### src/rtl/pmod_da4_spi_rx_pkg.sv
// Shared frame definitions for the PMOD DA4 SPI receiver (also used by the
// pmod_da4 transmitter side): command codes, broadcast address, frame length,
// field bit positions and the receiver FSM state type.
package pmod_da4_spi_rx_pkg;

  localparam int FRAME_LEN = 32;

  localparam int CMD_MSB  = 27;
  localparam int CMD_LSB  = 24;
  localparam int ADDR_MSB = 23;
  localparam int ADDR_LSB = 20;
  localparam int DATA_MSB = 19;
  localparam int DATA_LSB = 6;

  localparam logic [3:0] CMD_WRITE_UPDATE = 4'b0011;
  localparam logic [3:0] ADDR_ALL         = 4'hF;

  typedef enum logic [1:0] {
    ST_IDLE      = 2'd0,
    ST_SHIFT     = 2'd1,
    ST_WAIT_HIGH = 2'd2
  } state_e;

endpackage

### src/rtl/pmod_da4_spi_rx_sync_edge.sv
// sync_edge: 2-flop synchronizer with optional falling-edge detect taken from
// the registered synchronized value.
// Ports:
//   clk, rst_n : system clock, async active-low reset
//   d_i        : asynchronous input
//   q_o        : synchronized level
//   fall_o     : one-cycle pulse on a synchronized 1->0 transition (0 when EDGE_EN=0)
module sync_edge #(
  parameter logic RST_VAL = 1'b0,
  parameter bit   EDGE_EN = 1'b1
) (
  input  logic clk,
  input  logic rst_n,
  input  logic d_i,
  output logic q_o,
  output logic fall_o
);

  logic [1:0] sync_q;

  always_ff @(posedge clk or negedge rst_n) begin
    if (!rst_n) sync_q <= {2{RST_VAL}};
    else        sync_q <= {sync_q[0], d_i};
  end

  assign q_o = sync_q[1];

  generate
    if (EDGE_EN) begin : g_edge
      logic prev_q;
      always_ff @(posedge clk or negedge rst_n) begin
        if (!rst_n) prev_q <= RST_VAL;
        else        prev_q <= sync_q[1];
      end
      assign fall_o = prev_q & ~sync_q[1];
    end else begin : g_no_edge
      assign fall_o = 1'b0;
    end
  endgenerate

endmodule

### src/rtl/pmod_da4_spi_rx.sv
// pmod_da4_spi_rx: SPI slave receiving 32-bit DA4 command frames. Each
// complete frame is offered on an AXI-stream style output and, for the
// write-and-update command, mirrored into per-channel registers.
// Ports:
//   clk, rst_n              : system clock, async active-low reset
//   sck, sdi, sync_n        : SPI from the DAC-side master (async to clk)
//   m_axis_tdata/tuser      : data field / {command, address} of held frame
//   m_axis_tvalid/tready    : stream handshake
//   rd_addr, rd_data        : combinational mirror register read
//   frame_err, overflow     : one-cycle pulses (short frame / dropped frame)
//   frame_count             : frames loaded into the output register
module pmod_da4_spi_rx
  import pmod_da4_spi_rx_pkg::*;
#(
  parameter int DATA_W = 14,
  parameter int NUM_CH = 8
) (
  input  logic              clk,
  input  logic              rst_n,
  input  logic              sck,
  input  logic              sdi,
  input  logic              sync_n,
  output logic [DATA_W-1:0] m_axis_tdata,
  output logic [7:0]        m_axis_tuser,
  output logic              m_axis_tvalid,
  input  logic              m_axis_tready,
  input  logic [2:0]        rd_addr,
  output logic [DATA_W-1:0] rd_data,
  output logic              frame_err,
  output logic              overflow,
  output logic [15:0]       frame_count
);

  localparam int CH_W = $clog2(NUM_CH);

  logic sck_fall, sdi_s, sync_n_s;
  logic sck_lvl_unused, sdi_fall_unused, sync_n_fall_unused;

  sync_edge #(.RST_VAL(1'b1), .EDGE_EN(1'b1)) u_sck (
    .clk(clk), .rst_n(rst_n), .d_i(sck), .q_o(sck_lvl_unused), .fall_o(sck_fall)
  );
  sync_edge #(.RST_VAL(1'b0), .EDGE_EN(1'b0)) u_sdi (
    .clk(clk), .rst_n(rst_n), .d_i(sdi), .q_o(sdi_s), .fall_o(sdi_fall_unused)
  );
  sync_edge #(.RST_VAL(1'b1), .EDGE_EN(1'b0)) u_sync_n (
    .clk(clk), .rst_n(rst_n), .d_i(sync_n), .q_o(sync_n_s), .fall_o(sync_n_fall_unused)
  );

  state_e                state_q;
  logic [5:0]            bit_cnt_q;
  // Only 31 bits are stored: the 32nd bit goes straight from sdi into the frame.
  logic [FRAME_LEN-2:0]  shreg_q;
  // warm_q marks when the synchronizers hold real samples rather than reset
  // levels; armed_q then requires sync_n to be seen high before a frame can
  // start, so a frame already in progress at reset release is ignored.
  logic [1:0]            warm_q;
  logic                  armed_q;
  logic                  tvalid_q, frame_err_q, overflow_q;
  logic [DATA_W-1:0]     tdata_q;
  logic [7:0]            tuser_q;
  logic [15:0]           frame_count_q;
  logic [DATA_W-1:0]     mirror_q [NUM_CH];

  logic [FRAME_LEN-1:0]  frame_w;
  logic [3:0]            cmd_w, addr_w;
  logic [DATA_W-1:0]     data_w;
  logic [9:0]            frame_rsvd_unused;
  logic                  frame_done, load;

  assign frame_w = {shreg_q, sdi_s};
  assign cmd_w   = frame_w[CMD_MSB:CMD_LSB];
  assign addr_w  = frame_w[ADDR_MSB:ADDR_LSB];
  assign data_w  = frame_w[DATA_MSB:DATA_LSB];
  assign frame_rsvd_unused = {frame_w[FRAME_LEN-1:CMD_MSB+1], frame_w[DATA_LSB-1:0]};

  assign frame_done = (state_q == ST_SHIFT) && !sync_n_s && sck_fall &&
                      (bit_cnt_q == 6'(FRAME_LEN - 1));
  // A frame completing on a handshake cycle replaces the outgoing one.
  assign load = frame_done && (!tvalid_q || m_axis_tready);

  always_ff @(posedge clk or negedge rst_n) begin
    if (!rst_n) begin
      state_q       <= ST_IDLE;
      bit_cnt_q     <= '0;
      shreg_q       <= '0;
      warm_q        <= '0;
      armed_q       <= 1'b0;
      tvalid_q      <= 1'b0;
      frame_err_q   <= 1'b0;
      overflow_q    <= 1'b0;
      tdata_q       <= '0;
      tuser_q       <= '0;
      frame_count_q <= '0;
      for (int i = 0; i < NUM_CH; i++) mirror_q[i] <= '0;
    end else begin
      frame_err_q <= 1'b0;
      overflow_q  <= 1'b0;
      warm_q      <= {warm_q[0], 1'b1};
      if (warm_q[1] && sync_n_s) armed_q <= 1'b1;

      case (state_q)
        ST_IDLE: begin
          if (armed_q && !sync_n_s) begin
            state_q   <= ST_SHIFT;
            bit_cnt_q <= '0;
          end
        end
        ST_SHIFT: begin
          if (sync_n_s) begin
            frame_err_q <= 1'b1;
            state_q     <= ST_IDLE;
          end else if (sck_fall) begin
            shreg_q   <= frame_w[FRAME_LEN-2:0];
            bit_cnt_q <= bit_cnt_q + 6'd1;
            if (bit_cnt_q == 6'(FRAME_LEN - 1)) state_q <= ST_WAIT_HIGH;
          end
        end
        ST_WAIT_HIGH: begin
          if (sync_n_s) state_q <= ST_IDLE;
        end
        default: state_q <= ST_IDLE;
      endcase

      if (tvalid_q && m_axis_tready) tvalid_q <= 1'b0;

      if (frame_done) begin
        if (load) begin
          tvalid_q      <= 1'b1;
          tdata_q       <= data_w;
          tuser_q       <= {cmd_w, addr_w};
          frame_count_q <= frame_count_q + 16'd1;
        end else begin
          overflow_q <= 1'b1;
        end
        // The mirror tracks the DAC even when the stream drops the frame.
        if (cmd_w == CMD_WRITE_UPDATE) begin
          if (addr_w == ADDR_ALL) begin
            for (int i = 0; i < NUM_CH; i++) mirror_q[i] <= data_w;
          end else if (int'(addr_w) < NUM_CH) begin
            mirror_q[addr_w[CH_W-1:0]] <= data_w;
          end
        end
      end
    end
  end

  assign m_axis_tdata  = tdata_q;
  assign m_axis_tuser  = tuser_q;
  assign m_axis_tvalid = tvalid_q;
  assign frame_err     = frame_err_q;
  assign overflow      = overflow_q;
  assign frame_count   = frame_count_q;
  assign rd_data       = mirror_q[rd_addr];

endmodule
### config.mk
export PLATFORM = sky130hd
export DESIGN_NAME = pmod_da4_spi_rx
export DESIGN_NICKNAME = d
export VERILOG_FILES = /design/src/rtl/pmod_da4_spi_rx_pkg.sv /design/src/rtl/pmod_da4_spi_rx_sync_edge.sv /design/src/rtl/pmod_da4_spi_rx.sv
export SDC_FILE = /design/constraint.sdc
export NUM_CORES = 1
export LEC_CHECK = 0
export BUFFER_PORTS_ARGS = -buffer_cell sky130_fd_sc_hd__buf_2
export CAP_MARGIN = 5
export CORE_UTILIZATION = 60
export CTS_CLUSTER_SIZE = 20
export DETAILED_ROUTE_END_ITERATION = 10
export MAX_ROUTING_LAYER = met4
export PLACE_DENSITY = 0.81
export SLEW_MARGIN = 20
export SYNTH_ARGS = -nofsm -noshare
export SYNTH_HDL_FRONTEND = slang
export SYNTH_SLANG_ARGS = --single-unit
### constraint.sdc
create_clock -name clk -period 4.1 [get_ports clk]
set_clock_uncertainty 0.15 [all_clocks]
set_input_delay 0 -clock clk [delete_from_list [all_inputs] [get_ports clk]]
set_output_delay 0 -clock clk [all_outputs]
set_load 0.01 [all_outputs]
==> run summary <==
Remaining Overflow, GRT: 0
CTS root buf: clkbuf_16
Post-synthesis async set-or-reset flop share: 100%
Nets@finish: 635
Fmax: 0.311 GHz
Slew @ Worst Pin: 0.908 ns
Hold/Removal Path Class: input pin to flip-flop
Share of the synthesized area in the top cell type: 55.8%
Crit. Startpoint: state_q[0]
Hold path start: sdi
Core box area: 14,000 sq um
Setup violators final: 0
H-tree lvl count: 4
RSZ-0062 raised after global routing: false
Mapped cell area: 8650 sq um
Starting density of the core: 61.9%
Mapped Cells: 569
Setup slack, reg-to-reg: 0.88 ns
Vias: 4,926
Maxcap violations: 0
Synth area leaders: dfrtp_1, mux2_2, mux4_2, mux2_4, dfstp_2
Port Buffers: 63
Total Routed Length: 16.8 mm
Seq. cell area: 4960 sq um
Critical path class: flip-flop to flip-flop
Clock sink total: 198
Fill cells: 908
P_leak: 4.95 nW
Max FO, Critical Path: 14
Post-route setup TNS: 0 ns
Multi-input logic area: 3520 sq um
Total Routing Usage GR: 25.4%
Die width: 122 um
Diodes inserted: 0
Share of cells above drive strength 1: 50.1%
Post-DP HPWL: 10.2 mm
Number of DRC markers in iteration 0: 240
Power density over cell area: 393 nW/um^2
Max clock buf depth: 2
Synth cell count leaders: dfrtp_1, mux2_2, mux4_2
DP Cell Count: 778
Pin count of the biggest net entering global routing: 132
Clk Latency, worst-skew pair: 0.43 ns
Crit end category: flip-flop
CP Capture Point: mirror_q[21]
CP required: 4.26 ns
Clock slew at reported path FFs: 0.07 ns
Status: complete, no violations
Avg Cell Area, Syn: 15.2 sq um
CP Data Arrival Time: 3.38 ns
Most frequent cell after synthesis: dfrtp_1
Initial antenna violation count: 0
Syn nets: 580
Post-synth top area cell: dfrtp_1
Number of synthesized register bits: 198
CP cell instances: or3b_1 -> or4_4 -> or4_1 -> mux2_4
Global-route wire length before repair: 27.1 mm
Height of the die: 122 um
Sequential fraction of the synthesis area: 57.3%
Area Overhead vs Synth: 13.1%
Crit start category: flip-flop
Ys flop type: dfrtp_1
IO Pins: 64
Vias per cell: 6.03
Slew HR: 39.3%
GP Congestion: 0.869
Row count: 43
Final hold viol count: 0
Reg2reg end: mirror_q[21]
CTS tree: yes
Fin crit period: 3.22 ns
Vias in the first global route: 5,089
Final core utilization: 70.0%
Setup repair bufs after CTS: 0
Residual DRC count: 0
Critical R2R Launch: state_q[0]
Worst path max stage delay: 0.97 ns
Maximum VDD drop: 0.282 mV
TritonRoute pass-1 iters: 5
Final Max Slew Viols: 0
Drt wl/cell: 20.5 um
Synth cell types: 43
Die area: 14,900 sq um
Layout Cells excl Fill: 817
Ys Warns: 0
Number of CTS-inserted buffers: 17
Post-synth EDFFs: 0
Final ANT Viol Nets: 0
CP max-delay cell: or4_1
Fin crit share: 78.5%
Reg2reg path depth: 4
==> area by class of cell <==
type / instances / share of cell area (%)
clock inverter: 8 / 1.25
sequential: 198 / 50.7
multi-input combinational: 327 / 35.9
clock buffer: 24 / 4.92
inverter: 2 / 0.0767
tap: 180 / 2.30
timing repair buffer: 78 / 4.84
==> worst min-delay path by stage <==
stage	endpoint	slack [ns]	cells past startpoint
2_1_floorplan	armed_q	-0.45	0
3_3_place_gp	u_sck.sync_q[0]	-0.04	1
3_5_place_dp	u_sck.sync_q[0]	-0.04	1
4_1_cts	u_sck.sync_q[0]	0.04	2
5_1_grt	u_sdi.sync_q[0]	0.05	2
6_report	u_sdi.sync_q[0]	0.06	2
==> worst max-delay path, delay by kind of cell, from the launching register on <==
kind,cells,cell delay (ns)
and+or+nand+nor,3,2.05
DFF,1,0.45
muxes,1,0.44
==> metal layers <==
| metal | wire length (um) | global-route usage, % |
|---|---|---|
| met2 | 8820 | 41.9 |
| met3 | 579 | 5.48 |
| met5 | 0 | - |
| met4 | 242 | 7.70 |
| met1 | 7150 | 31.6 |
==> registers in the layout (all words and copies together) (netlist names), 2 cells and up <==
signal / cells
u_sck.sync_q: 2
m_axis_tdata: 14
frame_count: 16
u_sdi.sync_q: 2
bit_cnt_q: 6
u_sync_n.sync_q: 2
m_axis_tuser: 8
mirror_q: 112
state_q: 2
shreg_q: 27
warm_q: 2
==> layout by cell type (no fill, tap or decap), types with 3 or more instances in the layout <==
cell type | netlist | layout
bufinv_16 | 0 | 3
nand3_1 | 8 | 8
nor2_1 | 10 | 10
nor4_1 | 3 | 3
o21ai_0 | 5 | 5
mux2_2 | 156 | 156
nand2_1 | 13 | 13
clkbuf_1 | 27 | 4
nor3_2 | 0 | 4
xor2_1 | 8 | 8
nor3_1 | 9 | 5
dfstp_2 | 5 | 5
or2_2 | 3 | 3
clkbuf_16 | 0 | 17
and3_1 | 7 | 7
buf_2 | 7 | 61
clkbuf_8 | 0 | 4
xnor2_1 | 13 | 13
buf_4 | 0 | 9
dlygate4sd3_1 | 0 | 6
nand2b_1 | 4 | 4
dfrtp_1 | 193 | 193
mux4_2 | 28 | 28
or4_1 | 4 | 4
clkinvlp_4 | 0 | 3
mux2_4 | 20 | 20
nand4_1 | 10 | 10
==> per-stage QoR <==
stage	power, mW	hold slack, ns	setup WS, ns	cell area [sq um]
after floorplan	2.11	-0.446	1.27	8650
after global placement	2.17	-0.0437	0.993	9090
after detailed placement	2.18	-0.0417	0.883	9090
after CTS	3.86	0.0438	0.891	9750
after global routing	3.96	0.0533	0.823	9790
final	3.84	0.0640	0.880	9790
==> what timing repair did <==
item,in CTS,in global routing
endpoints found under the setup margin,0,0
gates resized for setup,0,0
hold buffers,5,1
endpoints found under the hold margin,129,28
==> power breakdown <==
part           switching [mW]  internal [mW]
registers              0.0234           1.99
logic                  0.0841         0.0532
clock network           0.690           1.01
==> cells by family after synthesis <==
kind of cell	Yosys count	synth area share (%)
AOI/OAI and AO/OA	15	1.33
xor gates and xnor gates	21	2.13
adders and majority gates	2	0.289
buffers and inverters	44	2.27
DFF	198	57.3
muxes	204	31.1
other	1	0.0433
and+or+nand+nor	84	5.55
No activity file was read; power rests on OpenSTA's default activity.
